### src/rtl/logic_gate_unit_if.sv
// logic_gate_unit_if: streaming operand/result bus plus sweep control for logic_gate_unit
interface logic_gate_unit_if #(
    parameter int WIDTH = 4,
    parameter int NIN   = 2
);
    logic [2:0]           op;
    logic                 in_valid;
    logic                 in_ready;
    logic [NIN*WIDTH-1:0] in_data;
    logic                 out_valid;
    logic                 out_ready;
    logic [WIDTH-1:0]     out_data;
    logic [NIN-1:0]       out_vec;
    logic                 sweep_start;
    logic                 sweep_busy;
    logic                 sweep_done;

    modport master (
        output op, in_valid, in_data, out_ready, sweep_start,
        input  in_ready, out_valid, out_data, out_vec, sweep_busy, sweep_done
    );
    modport slave (
        input  op, in_valid, in_data, out_ready, sweep_start,
        output in_ready, out_valid, out_data, out_vec, sweep_busy, sweep_done
    );
endinterface

### src/rtl/logic_gate_unit.sv
// logic_gate_unit: registered NIN-operand bitwise gate with run-time op and truth-table sweep engine
module logic_gate_unit #(
    parameter int WIDTH = 4,
    parameter int NIN   = 2
) (
    input logic clk,
    input logic rst_n,
    logic_gate_unit_if.slave bus
);
    typedef enum logic [1:0] {IDLE, SWEEP, DRAIN} state_t;

    state_t               state_q;
    logic [2:0]           sweep_op_q;
    logic [NIN-1:0]       cnt_q;
    logic [WIDTH-1:0]     out_data_q;
    logic [NIN-1:0]       out_vec_q;
    logic                 out_valid_q;
    logic                 sweep_done_q;
    logic                 free;
    logic                 take;
    logic                 issue;
    logic [NIN*WIDTH-1:0] sweep_data;

    function automatic logic [WIDTH-1:0] gate(input logic [2:0] f, input logic [NIN*WIDTH-1:0] d);
        logic [WIDTH-1:0] a, o, x, b;
        b = d[WIDTH-1:0];
        a = b;
        o = b;
        x = b;
        for (int k = 1; k < NIN; k++) begin
            a = a & d[k*WIDTH +: WIDTH];
            o = o | d[k*WIDTH +: WIDTH];
            x = x ^ d[k*WIDTH +: WIDTH];
        end
        return f == 3'd0 ? a : f == 3'd1 ? o : f == 3'd2 ? ~a : f == 3'd3 ? ~o :
               f == 3'd4 ? x : f == 3'd5 ? ~x : f == 3'd6 ? ~b : b;
    endfunction

    // Sweep operand k is all-ones or all-zeros according to bit k of the combination
    always_comb begin
        sweep_data = '0;
        for (int k = 0; k < NIN; k++) sweep_data[k*WIDTH +: WIDTH] = {WIDTH{cnt_q[k]}};
    end

    assign free  = !out_valid_q || bus.out_ready;
    assign take  = bus.in_valid && bus.in_ready;
    assign issue = (state_q == SWEEP) && free;

    assign bus.in_ready   = (state_q == IDLE) && free;
    assign bus.out_valid  = out_valid_q;
    assign bus.out_data   = out_data_q;
    assign bus.out_vec    = out_vec_q;
    assign bus.sweep_busy = state_q != IDLE;
    assign bus.sweep_done = sweep_done_q;

    always_ff @(posedge clk or negedge rst_n) begin
        if (!rst_n) begin
            state_q      <= IDLE;
            sweep_op_q   <= '0;
            cnt_q        <= '0;
            out_data_q   <= '0;
            out_vec_q    <= '0;
            out_valid_q  <= 1'b0;
            sweep_done_q <= 1'b0;
        end else begin
            sweep_done_q <= 1'b0;
            if (take) begin
                out_data_q  <= gate(bus.op, bus.in_data);
                out_vec_q   <= '0;
                out_valid_q <= 1'b1;
            end else if (issue) begin
                out_data_q  <= gate(sweep_op_q, sweep_data);
                out_vec_q   <= cnt_q;
                out_valid_q <= 1'b1;
            end else if (bus.out_ready) begin
                out_valid_q <= 1'b0;
            end
            case (state_q)
                IDLE: if (bus.sweep_start) begin
                    sweep_op_q <= bus.op;
                    cnt_q      <= '0;
                    state_q    <= SWEEP;
                end
                SWEEP: if (issue) begin
                    cnt_q <= cnt_q + 1'b1;
                    if (cnt_q == {NIN{1'b1}}) state_q <= DRAIN;
                end
                DRAIN: if (out_valid_q && bus.out_ready) begin
                    sweep_done_q <= 1'b1;
                    state_q      <= IDLE;
                end
                default: state_q <= IDLE;
            endcase
        end
    end
endmodule

### src/flat_wrapper.sv
// flat-port wrapper written by rule: the top's interface ports become plain ports
module logic_gate_unit_flat 
#(
    parameter int WIDTH = 4,
    parameter int NIN   = 2
)
  (clk, rst_n, bus_op, bus_in_valid, bus_in_data, bus_out_ready, bus_sweep_start, bus_in_ready, bus_out_valid, bus_out_data, bus_out_vec, bus_sweep_busy, bus_sweep_done);
  logic_gate_unit_if #(.WIDTH(WIDTH), .NIN(NIN)) bus_i ();
  input logic clk;
  input logic rst_n;
  input wire logic [$bits(bus_i.op)-1:0] bus_op;
  input wire logic [$bits(bus_i.in_valid)-1:0] bus_in_valid;
  input wire logic [$bits(bus_i.in_data)-1:0] bus_in_data;
  input wire logic [$bits(bus_i.out_ready)-1:0] bus_out_ready;
  input wire logic [$bits(bus_i.sweep_start)-1:0] bus_sweep_start;
  output wire logic [$bits(bus_i.in_ready)-1:0] bus_in_ready;
  output wire logic [$bits(bus_i.out_valid)-1:0] bus_out_valid;
  output wire logic [$bits(bus_i.out_data)-1:0] bus_out_data;
  output wire logic [$bits(bus_i.out_vec)-1:0] bus_out_vec;
  output wire logic [$bits(bus_i.sweep_busy)-1:0] bus_sweep_busy;
  output wire logic [$bits(bus_i.sweep_done)-1:0] bus_sweep_done;
  assign bus_i.op = bus_op;
  assign bus_i.in_valid = bus_in_valid;
  assign bus_i.in_data = bus_in_data;
  assign bus_i.out_ready = bus_out_ready;
  assign bus_i.sweep_start = bus_sweep_start;
  assign bus_in_ready = bus_i.in_ready;
  assign bus_out_valid = bus_i.out_valid;
  assign bus_out_data = bus_i.out_data;
  assign bus_out_vec = bus_i.out_vec;
  assign bus_sweep_busy = bus_i.sweep_busy;
  assign bus_sweep_done = bus_i.sweep_done;
  logic_gate_unit #(.WIDTH(WIDTH), .NIN(NIN)) u_core (.clk(clk), .rst_n(rst_n), .bus(bus_i));
endmodule
### config.mk
export PLATFORM = sky130hd
export DESIGN_NAME = logic_gate_unit_flat
export DESIGN_NICKNAME = d
export VERILOG_FILES = /design/src/rtl/logic_gate_unit_if.sv /design/src/rtl/logic_gate_unit.sv /design/src/flat_wrapper.sv
export SDC_FILE = /design/constraint.sdc
export NUM_CORES = 1
export LEC_CHECK = 0
export ABC_CLOCK_PERIOD_IN_PS = 2800
export CORE_ASPECT_RATIO = 1.4
export CORE_MARGIN = 5
export CORE_UTILIZATION = 30
export DETAILED_ROUTE_END_ITERATION = 7
export GPL_TIMING_DRIVEN = 0
export RECOVER_POWER = 50
export SKIP_CTS_REPAIR_TIMING = 1
export SLEW_MARGIN = 5
export SYNTH_ARGS = -nofsm -noshare
export SYNTH_HDL_FRONTEND = slang
export SYNTH_SLANG_ARGS = --single-unit
### constraint.sdc
create_clock -name clk -period 2.8 [get_ports clk]
set_input_delay 0.56 -clock clk [delete_from_list [all_inputs] [get_ports clk]]
set_output_delay 0.56 -clock clk [all_outputs]
set_load 0.005 [all_outputs]
* Word level (Yosys, flattened, before mapping)
Cells that the tools add are included.
** Storage, ports and cells
- Flip-flop bits (word level) :: 15
- Output and inout port bits :: 10
** Cells by class
- Reduce and logical (&&, ||, !) cells :: 16
- Equality and inequality tests :: 19
- Bitwise operators :: 14
- Add/sub/neg operators :: 1
- Muxes and demuxes :: 31
** Operator list (number)
- 4-bit two-way mux :: 16
- 4-bit inverter :: 8
- 3-bit equality test, second input constant :: 6
- 2-bit two-way mux :: 8
- 3-bit by 2-bit equality test with 1-bit output, second input constant :: 4
- 4-bit AND :: 2
- 4-bit OR :: 2
- 4-bit bitwise XOR :: 2
- 3-bit by 1-bit equality test with 1-bit output, second input constant :: 2
- 3-bit logical NOT :: 2
- 2-bit one-hot mux with 3 select lines :: 1
- 2-bit nonzero test :: 3
- 1-bit two-way mux :: 5
- 2-bit equality test, second input constant :: 2
- 1-bit logical AND :: 4
- 2-bit by 1-bit != test with 1-bit output, second input constant :: 2
- 2-bit != test, second input constant :: 2
- 2-bit one-hot mux with 2 select lines :: 1
- 4-bit AND reduction :: 1
- 3-bit AND reduction :: 1
- 3-bit nonzero test :: 1
- 2-bit by 1-bit adder with 2-bit output, second input constant :: 1
- 2-bit by 1-bit equality test with 1-bit output, second input constant :: 1
- 2-bit logical NOT :: 1
- other kinds (3) :: 3

* Logic depth before layout (Yosys ltp)
- Depth in word-level cells :: 10
- Gate-level depth with buffers :: 7
- Gate-level depth less buffers :: 7

* Worst setup path after synthesis
OpenSTA, ideal clock, no wires.
- Path kind :: in2reg
- Start :: in bus_in_data[2]
- End :: reg u_core.out_data_q[2], in the netlist u_core.bus.out_data[2]
- Stages on the path :: 6
- Setup slack :: 1.236 ns
- Setup time :: 0.076 ns
- Buffers on the path :: 0
- Data required time :: 2.724 ns
- Arrival time :: 1.487 ns
- Cell sequence :: inv_1 -> ha_1 -> o211a_1 -> o311ai_1 -> nand3_1 -> o21ai_1
** Between the ends
- Longest elaborated chain between the ends :: 9
- Elaborated cells between the ends (all ways) :: 15
- Those cells by class :: mux (8); bitwise (7)
** RTL lines
- start: declaration :: line flat_wrapper.sv:13 : input wire logic [$bits(bus_i.in_data)-1:0] bus_in_data;
- 4-bit inverter or 4-bit bitwise XOR (tied branches) :: line logic_gate_unit.sv:36, logic_gate_unit.sv:33
- 4-bit two-way mux or 4-bit inverter (tied branches) :: line logic_gate_unit.sv:36 : f == 3'd4 ? x : f == 3'd5 ? ~x : f == 3'd6 ? ~b : b;
- 4-bit two-way mux (2 in a row) :: line logic_gate_unit.sv:36
- 4-bit two-way mux (3 in a row) :: line logic_gate_unit.sv:35 : return f == 3'd0 ? a : f == 3'd1 ? o : f == 3'd2 ? ~a : f == 3'd3 ? ~o :
- 4-bit two-way mux (*) :: line logic_gate_unit.sv:35
- 4-bit two-way mux (*) :: line logic_gate_unit.sv:67 : if (take) begin
- end signal: assignment :: line logic_gate_unit.sv:68 : out_data_q <= gate(bus.op, bus.in_data);
- end signal: assignment :: line logic_gate_unit.sv:72 : out_data_q <= gate(sweep_op_q, sweep_data);
- end: declaration :: line logic_gate_unit.sv:15 : logic [WIDTH-1:0] out_data_q;
Mark *: on every way between the ends. The rest lies on a longest branch, timed or not.
A chain may end at the register's enable or synchronous reset.

* Worst setup path in the final report
- Start :: in bus_out_ready
- End :: out bus_in_ready
** Between the ends
- Longest elaborated chain between the ends :: 2
** RTL lines
- start: declaration :: line flat_wrapper.sv:14 : input wire logic [$bits(bus_i.out_ready)-1:0] bus_out_ready;
- 1-bit logical OR :: line logic_gate_unit.sv:45 : assign free = !out_valid_q || bus.out_ready;
- 1-bit logical AND :: line logic_gate_unit.sv:49 : assign bus.in_ready = (state_q == IDLE) && free;
- end: declaration :: line flat_wrapper.sv:16 : output wire logic [$bits(bus_i.in_ready)-1:0] bus_in_ready;
Every way passes these cells.

==> flow_metrics.tcl <==
set metrics [dict create \
    worstSetupPathType "input pin to output port" \
    p_leak_nw 0.669 \
    multi_input_area_um2 657 \
    ys_seq_elements 15 \
    startpoint "bus_out_ready" \
    grt_max_degree 16 \
    drc 0 \
    critPathRequiredTime_ns 2.24 \
    grt-ovfl-total 0 \
    io_pins 26 \
    clockBufferDepth 2 \
    cts.htree.levels 1 \
    routed_wl_um 2440 \
    area_delta_synth_final_pct 29.1 \
    cts_tree "done" \
    port_buffers 23 \
    instances_no_fill 194 \
    worst_setup_path_end_kind "output port" \
    viasPerCell 4.93 \
    finClkSkew_ns 0.00444 \
    cp_max_fo 3 \
    gp_congestion 0.770 \
    top_layer "met4" \
    reg2reg_slack_ns 1.20 \
    layout-drive-gt1-share_pct 10.5 \
    met3_length_um 179 \
    die_x_um 61.9 \
    r2r_cells 6 \
    synth_compound_area_share_pct 14.5 \
    vias 957 \
    fin_crit_sh_pct 89.7 \
    antenna_found_initial 0 \
    core-area_mm2 0.00364 \
    crit_arrival_ns 1.95 \
    track_usage_pct 11.2 \
    max_freq_mhz 398 \
    seq_area_um2 375 \
    worst_setup_path_start_kind "input pin" \
    ys.warnings.count 0 \
    die_y_um 82.6 \
    rsz0062_at_grt "false" \
    pwr_density_cell_mw_per_mm2 844 \
    synthMuxAreaShare_pct 10.1 \
    cts_made_buffers 3 \
    drtIter0Drc 48 \
    cts_root_buf "clkbuf_8" \
    syn_area_mm2 0.00113 \
    clk_latency_ns 0.25 \
    avgRoutedWirePerCell_um 12.6 \
    min_period_ns 2.51 \
    hold_violations 0 \
    synth_cell_type_count 34 \
    hpwl_um 1930 \
    outcome "finished clean" \
    drt_pass1_iterations 4 \
    whs_path_depth 2 \
    placedCellCount 190 \
    wl_met1_um 1040 \
    synth_xor_area_share_pct 6.20 \
    synth-simple-area-share_pct 16.3 \
    r2r-start "u_core.cnt_q[0]" \
    grt_pass1_wl_um 4310 \
    synth_area_per_cell_um2 9.04 \
    path_clk_slew_ns 0.06 \
    floorplan.initialDensity_pct 31.0 \
    nFillCells 382 \
    antenna_cells 0 \
    yosysSeqAreaShare_pct 33.2 \
    drv_cap 0 \
    worstHoldStart "u_core.bus.out_vec[0]" \
    rows 26 \
    synth_top_family_by_area "simple AND/OR/NAND/NOR gates" \
    wl_met2_um 1170 \
    irDropWorstVdd_mv 0.591 \
    synth_fa_ha_area_share_pct 11.1 \
    setup_viol 0 \
    finalSetupTns_ns 0 \
    syn-num-nets 151 \
    dieArea_mm2 0.00511 \
    grt_pass1_vias 1018 \
    relSlewSlack_pct 54.0 \
    final_max_slew_viol_count 0 \
    hp-class "flip-flop to flip-flop" \
    drtAntennaViolNets 0 \
    tightest_slew_ns 0.688 \
    cts_sinks 15 \
    synthCells 125 \
    nets 179 \
]
-- through the flow --
| step | setup slack [ns] | hold slack (ns) | utilization (%) | total power, W | area [um^2] |
|---|---|---|---|---|---|
| 4_1_cts | 0.365 | 0.536 | 40.0 | 0.00125 | 1460 |
| 5_1_grt | 0.209 | 0.579 | 40.0 | 0.00134 | 1460 |
| 2_1_floorplan | 1.24 | 0.264 | - | 0.000816 | 1130 |
| 6_report | 0.288 | 0.537 | 40.0 | 0.00123 | 1460 |
| 3_3_place_gp | 0.357 | 0.521 | 38.8 | 0.00104 | 1410 |
| 3_5_place_dp | 0.376 | 0.527 | 38.8 | 0.00106 | 1410 |
-- layout make-up --
class	instances	area share, %
clock buffers	3	2.83
clock inverters	1	0.343
inverters	16	4.12
flip-flops and latches	15	25.7
plain buffers	5	2.57
multi-input cells	89	45.0
repair buffers	23	15.8
well taps	42	3.60
-- state kept, by name, indices dropped and copies added, names as in the netlist --
signal	flops
u_core.bus.out_valid	1
u_core.sweep_op_q	3
u_core.cnt_q	2
u_core.state_q	2
u_core.bus.out_data	4
u_core.bus.out_vec	2
u_core.bus.sweep_done	1
-- worst paths after layout --
| path | endpoint |
|---|---|
| worst max-delay path | bus_in_ready |
| worst min-delay path | u_core.bus.out_vec[0] |
| worst max register to register | u_core.bus.out_data[1] |
| worst min register to register | u_core.bus.out_vec[0] |
| max in group asynchronous | u_core.sweep_op_q[1] |
| min in group asynchronous | u_core.state_q[1] |
-- layout by cell type, fill, tap and decap left out, drive strengths merged --
cell / count
clkbuf: 3
o31ai: 2
nor2b: 1
o311ai: 1
mux2: 3
and3: 2
nand2: 14
clkinv: 1
buf: 5
inv: 16
a21oi: 4
nor2: 6
nor3b: 1
o22ai: 3
o211a: 1
dfrtp: 15
a311oi: 1
or4: 1
dlygate4sd3: 3
o21ai: 10
nor3: 1
nand3: 3
o2bb2ai: 2
nand2b: 4
nand3b: 1
and2b: 1
xnor2: 8
mux2i: 8
clkdlybuf4s50: 20
ha: 10
o41ai: 1
-- layer usage --
metal  vias up  track usage, %
li1        479               -
met1       442            13.4
met2        31            18.2
met3         5            2.18
met4         0            5.94
met5         -               0
-- critical path, cell delays in order --
cell             delay, ns
dlygate4sd3_1         0.56
nor2b_1               0.09
nor3_1                0.20
clkdlybuf4s50_1       0.55
-- where the power goes --
part           switching [W]  total, W  internal (W)
logic               0.000286  0.000640      0.000354
clock network      0.0000796  0.000178     0.0000987
registers          0.0000938  0.000413      0.000319
-- cell usage after synthesis --
master | number | area [um^2]
nor2_1 | 4 | 15.0
buf_4 | 3 | 22.5
o2bb2ai_1 | 1 | 8.76
o22ai_1 | 3 | 18.8
nor2b_1 | 1 | 6.26
nand2_1 | 14 | 52.6
nor2_2 | 2 | 12.5
nand2b_2 | 1 | 8.76
and2b_1 | 1 | 7.51
mux2i_1 | 8 | 80.1
o211a_1 | 1 | 10.0
buf_6 | 1 | 11.3
buf_1 | 1 | 3.75
nor3_1 | 1 | 5.00
mux2_2 | 3 | 33.8
xnor2_1 | 8 | 70.1
and3_1 | 2 | 12.5
o21ai_0 | 9 | 45.0
nand3b_1 | 1 | 7.51
a311oi_1 | 1 | 8.76
ha_1 | 10 | 125
dfrtp_1 | 15 | 375
inv_1 | 16 | 60.1
or4_1 | 1 | 7.51
nand3_1 | 3 | 15.0
nand2b_4 | 1 | 13.8
o31ai_1 | 2 | 15.0
o41ai_1 | 1 | 8.76
o311ai_1 | 1 | 8.76
nor3b_1 | 1 | 7.51
o21ai_1 | 1 | 5.00
o2bb2ai_2 | 1 | 15.0
nand2b_1 | 2 | 12.5
a21oi_1 | 4 | 20.0
-- kinds of logic (layout without fill, tap and decap cells) --
group                    count (synthesis)  in the layout
AO/OA/AOI/OAI                           25             25
XOR/XNOR                                 8              8
adder cells (fa/ha/maj)                 10             10
buffers and inverters                   21             48
flip-flops                              15             15
multiplexers                            11             11
AND/OR/NAND/NOR                         35             35
(Power assumes the default switching activity.)
